## config.mk

```make
export PLATFORM = sky130hd
export DESIGN_NAME = rf_gather_mac_flat
export DESIGN_NICKNAME = d
export VERILOG_FILES = /design/src/rtl/rf_gather_mac_if.sv /design/src/rtl/rf_gather_mac.sv /design/src/flat_wrapper.sv
export SDC_FILE = /design/constraint.sdc
export NUM_CORES = 2
export LEC_CHECK = 0
export CAP_MARGIN = 20
export CELL_PAD_IN_SITES_DETAIL_PLACEMENT = 0
export CELL_PAD_IN_SITES_GLOBAL_PLACEMENT = 1
export CORE_ASPECT_RATIO = 1.75
export CORE_MARGIN = 8
export CORE_UTILIZATION = 43
export CTS_CLUSTER_DIAMETER = 150
export DETAILED_ROUTE_END_ITERATION = 16
export GPL_ROUTABILITY_DRIVEN = 1
export PLACE_DENSITY_LB_ADDON = 0.1
export SLEW_MARGIN = 20
export SYNTH_ARGS = -nofsm -noshare
export SYNTH_HDL_FRONTEND = slang
export SYNTH_SLANG_ARGS = --single-unit
```

## constraint.sdc

```tcl
create_clock -name i_clk -period 14.15 [get_ports i_clk]
set_input_delay 2.83 -clock i_clk [delete_from_list [all_inputs] [get_ports i_clk]]
set_output_delay 2.83 -clock i_clk [all_outputs]
set_load 0.005 [all_outputs]
```

## src/rtl/rf_gather_mac_if.sv

```systemverilog
// Job and activation-buffer bus for the gather/MAC stage.
// The job issuer / activation buffer side uses the master modport;
// rf_gather_mac uses the slave modport.
interface rf_gather_mac_if #(
  parameter int N_ENT = 16,
  parameter int AW    = 7,
  parameter int ACT_W = 8,
  parameter int WGT_W = 8,
  parameter int ACC_W = 24
);
  localparam int LW = $clog2(N_ENT) + 1;

  // job request
  logic                              i_start;
  logic [LW-1:0]                     i_length;
  logic [N_ENT-1:0][2:0][AW-1:0]     i_rf;     // [e][0]=h, [e][1]=w, [e][2]=k
  logic [N_ENT-1:0][WGT_W-1:0]       i_wgt;

  // activation buffer read port
  logic                              o_act_req;
  logic [AW-1:0]                     o_act_h;
  logic [AW-1:0]                     o_act_w;
  logic [AW-1:0]                     o_act_k;
  logic [ACT_W-1:0]                  i_act_data;

  // job status / result
  logic                              o_busy;
  logic                              o_valid;
  logic [ACC_W-1:0]                  o_sum;

  modport master (
    output i_start, i_length, i_rf, i_wgt, i_act_data,
    input  o_act_req, o_act_h, o_act_w, o_act_k, o_busy, o_valid, o_sum
  );

  modport slave (
    input  i_start, i_length, i_rf, i_wgt, i_act_data,
    output o_act_req, o_act_h, o_act_w, o_act_k, o_busy, o_valid, o_sum
  );
endinterface

```

## src/rtl/rf_gather_mac.sv

```systemverilog
// Gather/MAC stage: walks a snapshot of (h, w, k) addresses one entry per
// cycle, reads each in-bounds activation from the buffer, and accumulates
// sum(act * wgt) into one signed partial sum per job.
module rf_gather_mac #(
  parameter int N_ENT  = 16,
  parameter int AW     = 7,
  parameter int IA_ROW = 32,
  parameter int ACT_W  = 8,
  parameter int WGT_W  = 8,
  parameter int ACC_W  = 24
) (
  input  logic           i_clk,
  input  logic           i_rst_n,
  rf_gather_mac_if.slave bus
);
  localparam int LW = $clog2(N_ENT) + 1;   // length field, 0..N_ENT
  localparam int IW = $clog2(N_ENT);       // entry index
  localparam int PW = ACT_W + WGT_W + 1;   // exact product width

  typedef enum logic [1:0] {IDLE, ISSUE, DRAIN, DONE} state_t;

  state_t                          state_q, state_d;
  logic [LW-1:0]                   len_q, len_d;
  logic [IW-1:0]                   cnt_q, cnt_d;
  logic [N_ENT-1:0][2:0][AW-1:0]   rf_q, rf_d;
  logic [N_ENT-1:0][WGT_W-1:0]     wgt_q, wgt_d;
  logic signed [ACC_W-1:0]         acc_q, acc_d;
  logic signed [ACC_W-1:0]         sum_q, sum_d;
  logic                            act_req_q, act_req_d;
  logic [AW-1:0]                   act_h_q, act_h_d;
  logic [AW-1:0]                   act_w_q, act_w_d;
  logic [AW-1:0]                   act_k_q, act_k_d;
  logic [WGT_W-1:0]                iss_wgt_q, iss_wgt_d;  // weight of entry on the bus now
  logic                            rsp_q, rsp_d;          // read data arrives this cycle
  logic [WGT_W-1:0]                rsp_wgt_q, rsp_wgt_d;  // weight paired with that data
  logic                            busy_q, busy_d;
  logic                            valid_q, valid_d;

  logic [LW-1:0]                   len_in;
  logic [IW-1:0]                   nxt_idx;
  logic                            load_ent;
  logic [AW-1:0]                   ent_h, ent_w, ent_k;
  logic [WGT_W-1:0]                ent_wgt;
  logic [PW-1:0]                   act_ext, wgt_ext;
  logic signed [PW-1:0]            prod;
  logic signed [ACC_W-1:0]         prod_ext, acc_upd;

  // h and w are signed; anything outside 0..IA_ROW-1 is padding.
  function automatic logic in_bounds(input logic [AW-1:0] h, input logic [AW-1:0] w);
    in_bounds = !h[AW-1] && !w[AW-1] &&
                (32'(h) < 32'(IA_ROW)) && (32'(w) < 32'(IA_ROW));
  endfunction

  // Multiply the returning activation (unsigned) by its weight (signed), then widen.
  always_comb begin
    act_ext  = {{(WGT_W + 1){1'b0}}, bus.i_act_data};
    wgt_ext  = {{(ACT_W + 1){rsp_wgt_q[WGT_W-1]}}, rsp_wgt_q};
    prod     = $signed(act_ext) * $signed(wgt_ext);
    prod_ext = {{(ACC_W - PW){prod[PW-1]}}, prod};
    acc_upd  = rsp_q ? (acc_q + prod_ext) : acc_q;
  end

  // Next-state logic for the job FSM and all registered outputs.
  always_comb begin
    state_d   = state_q;
    len_d     = len_q;
    cnt_d     = cnt_q;
    rf_d      = rf_q;
    wgt_d     = wgt_q;
    acc_d     = acc_q;
    sum_d     = sum_q;
    act_req_d = 1'b0;
    act_h_d   = act_h_q;
    act_w_d   = act_w_q;
    act_k_d   = act_k_q;
    iss_wgt_d = iss_wgt_q;
    rsp_d     = act_req_q;
    rsp_wgt_d = iss_wgt_q;
    busy_d    = 1'b0;
    valid_d   = 1'b0;
    load_ent  = 1'b0;
    ent_h     = '0;
    ent_w     = '0;
    ent_k     = '0;
    ent_wgt   = '0;
    len_in    = (bus.i_length > LW'(N_ENT)) ? LW'(N_ENT) : bus.i_length;
    nxt_idx   = cnt_q + IW'(1);

    case (state_q)
      IDLE: begin
        if (bus.i_start) begin
          len_d  = len_in;
          rf_d   = bus.i_rf;
          wgt_d  = bus.i_wgt;
          acc_d  = '0;
          cnt_d  = '0;
          busy_d = 1'b1;
          if (len_in == '0) begin
            state_d = DONE;
            valid_d = 1'b1;
            sum_d   = '0;
          end else begin
            // entry 0 goes out straight from the inputs so it issues next cycle
            state_d  = ISSUE;
            load_ent = 1'b1;
            ent_h    = bus.i_rf[0][0];
            ent_w    = bus.i_rf[0][1];
            ent_k    = bus.i_rf[0][2];
            ent_wgt  = bus.i_wgt[0];
          end
        end
      end
      ISSUE: begin
        busy_d = 1'b1;
        acc_d  = acc_upd;
        if (LW'(cnt_q) == len_q - LW'(1)) begin
          state_d = DRAIN;
        end else begin
          cnt_d    = nxt_idx;
          load_ent = 1'b1;
          ent_h    = rf_q[nxt_idx][0];
          ent_w    = rf_q[nxt_idx][1];
          ent_k    = rf_q[nxt_idx][2];
          ent_wgt  = wgt_q[nxt_idx];
        end
      end
      DRAIN: begin
        // last response lands now; publish the final sum with the valid pulse
        busy_d  = 1'b1;
        acc_d   = acc_upd;
        sum_d   = acc_upd;
        valid_d = 1'b1;
        state_d = DONE;
      end
      DONE: begin
        state_d = IDLE;
      end
      default: begin
        state_d = IDLE;
      end
    endcase

    if (load_ent) begin
      act_req_d = in_bounds(ent_h, ent_w);
      act_h_d   = ent_h;
      act_w_d   = ent_w;
      act_k_d   = ent_k;
      iss_wgt_d = ent_wgt;
    end
  end

  // State and output registers; reset aborts any job in flight.
  always_ff @(posedge i_clk or negedge i_rst_n) begin
    if (!i_rst_n) begin
      state_q   <= IDLE;
      len_q     <= '0;
      cnt_q     <= '0;
      rf_q      <= '0;
      wgt_q     <= '0;
      acc_q     <= '0;
      sum_q     <= '0;
      act_req_q <= 1'b0;
      act_h_q   <= '0;
      act_w_q   <= '0;
      act_k_q   <= '0;
      iss_wgt_q <= '0;
      rsp_q     <= 1'b0;
      rsp_wgt_q <= '0;
      busy_q    <= 1'b0;
      valid_q   <= 1'b0;
    end else begin
      state_q   <= state_d;
      len_q     <= len_d;
      cnt_q     <= cnt_d;
      rf_q      <= rf_d;
      wgt_q     <= wgt_d;
      acc_q     <= acc_d;
      sum_q     <= sum_d;
      act_req_q <= act_req_d;
      act_h_q   <= act_h_d;
      act_w_q   <= act_w_d;
      act_k_q   <= act_k_d;
      iss_wgt_q <= iss_wgt_d;
      rsp_q     <= rsp_d;
      rsp_wgt_q <= rsp_wgt_d;
      busy_q    <= busy_d;
      valid_q   <= valid_d;
    end
  end

  assign bus.o_act_req = act_req_q;
  assign bus.o_act_h   = act_h_q;
  assign bus.o_act_w   = act_w_q;
  assign bus.o_act_k   = act_k_q;
  assign bus.o_busy    = busy_q;
  assign bus.o_valid   = valid_q;
  assign bus.o_sum     = sum_q;
endmodule

```

## src/flat_wrapper.sv

```systemverilog
// flat-port wrapper written by rule: the top's interface ports become plain ports
module rf_gather_mac_flat 
#(
  parameter int N_ENT  = 16,
  parameter int AW     = 7,
  parameter int IA_ROW = 32,
  parameter int ACT_W  = 8,
  parameter int WGT_W  = 8,
  parameter int ACC_W  = 24
)
  (i_clk, i_rst_n, bus_i_start, bus_i_length, bus_i_rf, bus_i_wgt, bus_i_act_data, bus_o_act_req, bus_o_act_h, bus_o_act_w, bus_o_act_k, bus_o_busy, bus_o_valid, bus_o_sum);
  rf_gather_mac_if #(.N_ENT(N_ENT), .AW(AW), .ACT_W(ACT_W), .WGT_W(WGT_W), .ACC_W(ACC_W)) bus_i ();
  input  logic i_clk;
  input  logic i_rst_n;
  input wire logic [$bits(bus_i.i_start)-1:0] bus_i_start;
  input wire logic [$bits(bus_i.i_length)-1:0] bus_i_length;
  input wire logic [$bits(bus_i.i_rf)-1:0] bus_i_rf;
  input wire logic [$bits(bus_i.i_wgt)-1:0] bus_i_wgt;
  input wire logic [$bits(bus_i.i_act_data)-1:0] bus_i_act_data;
  output wire logic [$bits(bus_i.o_act_req)-1:0] bus_o_act_req;
  output wire logic [$bits(bus_i.o_act_h)-1:0] bus_o_act_h;
  output wire logic [$bits(bus_i.o_act_w)-1:0] bus_o_act_w;
  output wire logic [$bits(bus_i.o_act_k)-1:0] bus_o_act_k;
  output wire logic [$bits(bus_i.o_busy)-1:0] bus_o_busy;
  output wire logic [$bits(bus_i.o_valid)-1:0] bus_o_valid;
  output wire logic [$bits(bus_i.o_sum)-1:0] bus_o_sum;
  assign bus_i.i_start = bus_i_start;
  assign bus_i.i_length = bus_i_length;
  assign bus_i.i_rf = bus_i_rf;
  assign bus_i.i_wgt = bus_i_wgt;
  assign bus_i.i_act_data = bus_i_act_data;
  assign bus_o_act_req = bus_i.o_act_req;
  assign bus_o_act_h = bus_i.o_act_h;
  assign bus_o_act_w = bus_i.o_act_w;
  assign bus_o_act_k = bus_i.o_act_k;
  assign bus_o_busy = bus_i.o_busy;
  assign bus_o_valid = bus_i.o_valid;
  assign bus_o_sum = bus_i.o_sum;
  rf_gather_mac #(.N_ENT(N_ENT), .AW(AW), .IA_ROW(IA_ROW), .ACT_W(ACT_W), .WGT_W(WGT_W), .ACC_W(ACC_W)) u_core (.i_clk(i_clk), .i_rst_n(i_rst_n), .bus(bus_i));
endmodule
```

==> results.md <==
* Outcome: finished clean
* Post-layout util at 55.3%
* Total track usage at 26.2%
* Fin area at 36,400 sq um
* Grt ovf at 0
* Critical path, cell by cell: clkdlybuf4s50_1 > nand2_1 > fa_1 > inv_1 > fa_1 > ha_1 > inv_1 > fa_1 > inv_1 > ha_1 > ha_1 > inv_1 > fa_1 > and2b_1 > o2111ai_1 > a2111oi_0 > buf_4 > nor4_1 > o31ai_1 > xor2_1 > a22oi_1 > o21ai_1
* Syn Nets at 3,672
* Layout cell share with drive strength beyond 1 at 7.09%
* RSZ-0062 raised after global routing: false
* CP Data Required Time at 14.68 ns
* Post-route insts no fill at 4,447
* Via count at 23,000
* Ports at 528
* Setup CP Type: in2reg
* Pin count of the biggest net entering global routing at 229
* Gpl congestion at 0.879
* Worst slack, placed at 5.60 ns
* Synth-to-layout area growth at 28.1%
* Die height at 356 microns
* Final setup vio count at 0
* Worst VDD drop at 0.314 mV
* Post-route ant nets at 0
* Final Hold Viols at 0
* Post-route worst setup slack at 6.26 ns
* CTS tree: done
* Total power at 8.85 mW
* CP endpoint kind: flip-flop
* Power per cell area at 243 nW/um^2
* Final #Nets at 4,106
* P_leak at 17.8 nW
* Setup Buffers After CTS at 0
* DR iter-0 viols at 1,575
* Core area at 65,800 sq um
* Clock sinks at 564
* Post-Syn Area at 28,400 sq um
* Clock transition at the registers of the reported paths at 0.07 ns
* Slew at the pin with the worst max-slew slack at 1.12 ns
* Startpoint types: input port
* Final WL at 99,200 microns
* Minimum clock period after layout at 7.89 ns
* Setup TNS at 0 ns
* Routed wire length per instance at 22.3 microns
* Critical Path AT at 8.41 ns
* Ys Warns at 0
* Seq/Total Area, Yosys at 49.6%
* Full die area at 74,900 sq um
* Post-synth EDFFs at 0
* Port Buffers at 527
* Clock skew at 0.0106 ns
* Most frequent cells in the layout: nand2_1, dfrtp_1, clkdlybuf4s50_1
* Vias in the first global route at 24,500
* Max stage delay on crit path at 0.70 ns
* FFs w/ async S/R, synth at 100%
* Final Cycle Share at 55.7%
* Distinct cells, synth at 64
* First-pass GRT wire length at 150,000 microns
* Drt pass-1 iters at 7
* Main flop type after synthesis: dfrtp_1
* H-tree depth at 2
* Hold WS at 0.393 ns
* CP max FO at 8
* Initial Utilization at 43.2%
* Hold buffers post-CTS at 0
* Max Transition Viols Final at 0
* Slew headroom at 25.4%
* Area after DPL at 34,400 sq um
* Cell count after placement at 4,325
* Post-Synthesis Cells at 3,058
* Chip Width at 210 microns
* Post-CTS sizing at 0
* Row count at 125
* CTS root buffer: clkbuf_16
* Longest Clk Path Bufs at 3
* Syn Area/Cell at 9.30 sq um
* Critical-path top delay cell: clkdlybuf4s50_1
* Max-Cap Viols at 0
* TritonCTS Buffers at 54
* Final HPWL DP at 73,600 microns
* Via-to-Cell Ratio at 5.17
* Worst skew pair latency at 0.61 ns
* Initial antenna violation count at 25
* Max Fclk at 127 MHz
* HP Class: reg2reg
* DRC at 0
* Seq cells post-synth at 564
* Most common cell after layout, fill and taps aside: nand2_1
==> cells by family after synthesis <==
family                     after synthesis  share of synthesized area (%)
AOI/OAI and AO/OA                      228                           5.06
xor gates and xnor gates                28                          0.862
adders and majority gates              135                           7.30
buffers and inverters                  254                           3.55
DFF                                    564                           49.6
muxes                                  151                           10.5
and+or+nand+nor                       1698                           23.1
==> synthesized netlist by cell type, types with 3 or more instances <==
cell type | n | area (sq um)
nor2b_1 | 11 | 68.8
a22o_1 | 8 | 70.1
a221o_1 | 3 | 30.0
buf_2 | 23 | 115
or4_1 | 3 | 22.5
o22ai_1 | 11 | 68.8
a22oi_1 | 34 | 255
o21ai_0 | 102 | 510
a21oi_1 | 34 | 170
clkbuf_1 | 135 | 507
fa_1 | 52 | 1040
xnor2_1 | 20 | 175
mux4_2 | 111 | 2500
a21o_1 | 5 | 37.5
nand4_1 | 4 | 25.0
a32oi_1 | 3 | 26.3
dfrtp_1 | 564 | 14100
mux2i_1 | 34 | 340
nor4_1 | 3 | 18.8
xor2_1 | 8 | 70.1
nand2b_1 | 7 | 43.8
and2_1 | 31 | 194
nand2_1 | 1587 | 5960
inv_1 | 78 | 293
nor2_1 | 33 | 124
buf_1 | 10 | 37.5
ha_1 | 82 | 1030
mux4_1 | 5 | 131
nand3b_1 | 4 | 30.0
nand3_1 | 9 | 45.0
==> final cells by class <==
class	instances	area, sq um
Inverter	80	300
Multi-Input combinational cell	2240	13400
Clock inverter	27	348
Sequential cell	564	14100
Timing Repair Buffer	552	5510
Fill cell	6012	29400
Antenna cell	20	50.0
Tap cell	889	1110
Clock buffer	75	1590
==> critical path: cells and delay by family <==
family | cells | cell delay (ns)
AO/OA/AOI/OAI | 5 | 1.15
XOR/XNOR | 1 | 0.26
adder cells (fa/ha/maj) | 7 | 2.60
buffers and inverters | 6 | 1.14
AND/OR/NAND/NOR | 3 | 0.44
==> layer usage <==
metal	up-vias	wire length [microns]	global-route usage, %	part of all wire, %
met3	118	5670	5.39	5.7
met5	-	86	0	0.087
met2	670	51600	46.2	52
li1	10700	-	-	-
met1	11400	39300	31.6	40
met4	12	2620	9.14	2.6
==> power breakdown <==
part           total [mW]  switching [mW]  internal [mW]
Combinational        4.45            2.55           1.90
Sequential           2.81           0.458           2.35
Clock                1.58           0.665          0.919
Total                8.85            3.67           5.18
==> final timing paths <==
path	startpoint	end	slack (ns)	cells past startpoint
worst max register to register	u_core.rsp_wgt_q[7]	u_core.bus.o_sum[23]	7.85	15
worst min register to register	u_core.iss_wgt_q[5]	u_core.rsp_wgt_q[5]	0.39	0
max in group asynchronous	i_rst_n	u_core.cnt_q[0]	9.63	3
worst max-delay path	bus_i_act_data[4]	u_core.acc_q[22]	6.26	22
min in group asynchronous	i_rst_n	u_core.bus.o_sum[4]	2.24	1
worst min-delay path	u_core.iss_wgt_q[5]	u_core.rsp_wgt_q[5]	0.39	0
==> sequential cells by signal, indices dropped and copies added (netlist names) <==
name,flops
u_core.bus.o_act_h,7
u_core.bus.o_act_req,1
u_core.acc_q,24
u_core.cnt_q,4
u_core.rf_q,336
u_core.len_q,5
u_core.bus.o_busy,1
u_core.state_q,2
u_core.bus.o_act_k,7
u_core.bus.o_valid,1
u_core.bus.o_sum,24
u_core.rsp_q,1
u_core.rsp_wgt_q,8
u_core.bus.o_act_w,7
u_core.wgt_q,128
u_core.iss_wgt_q,8
Note: power is estimated with default switching activity, not from simulation.
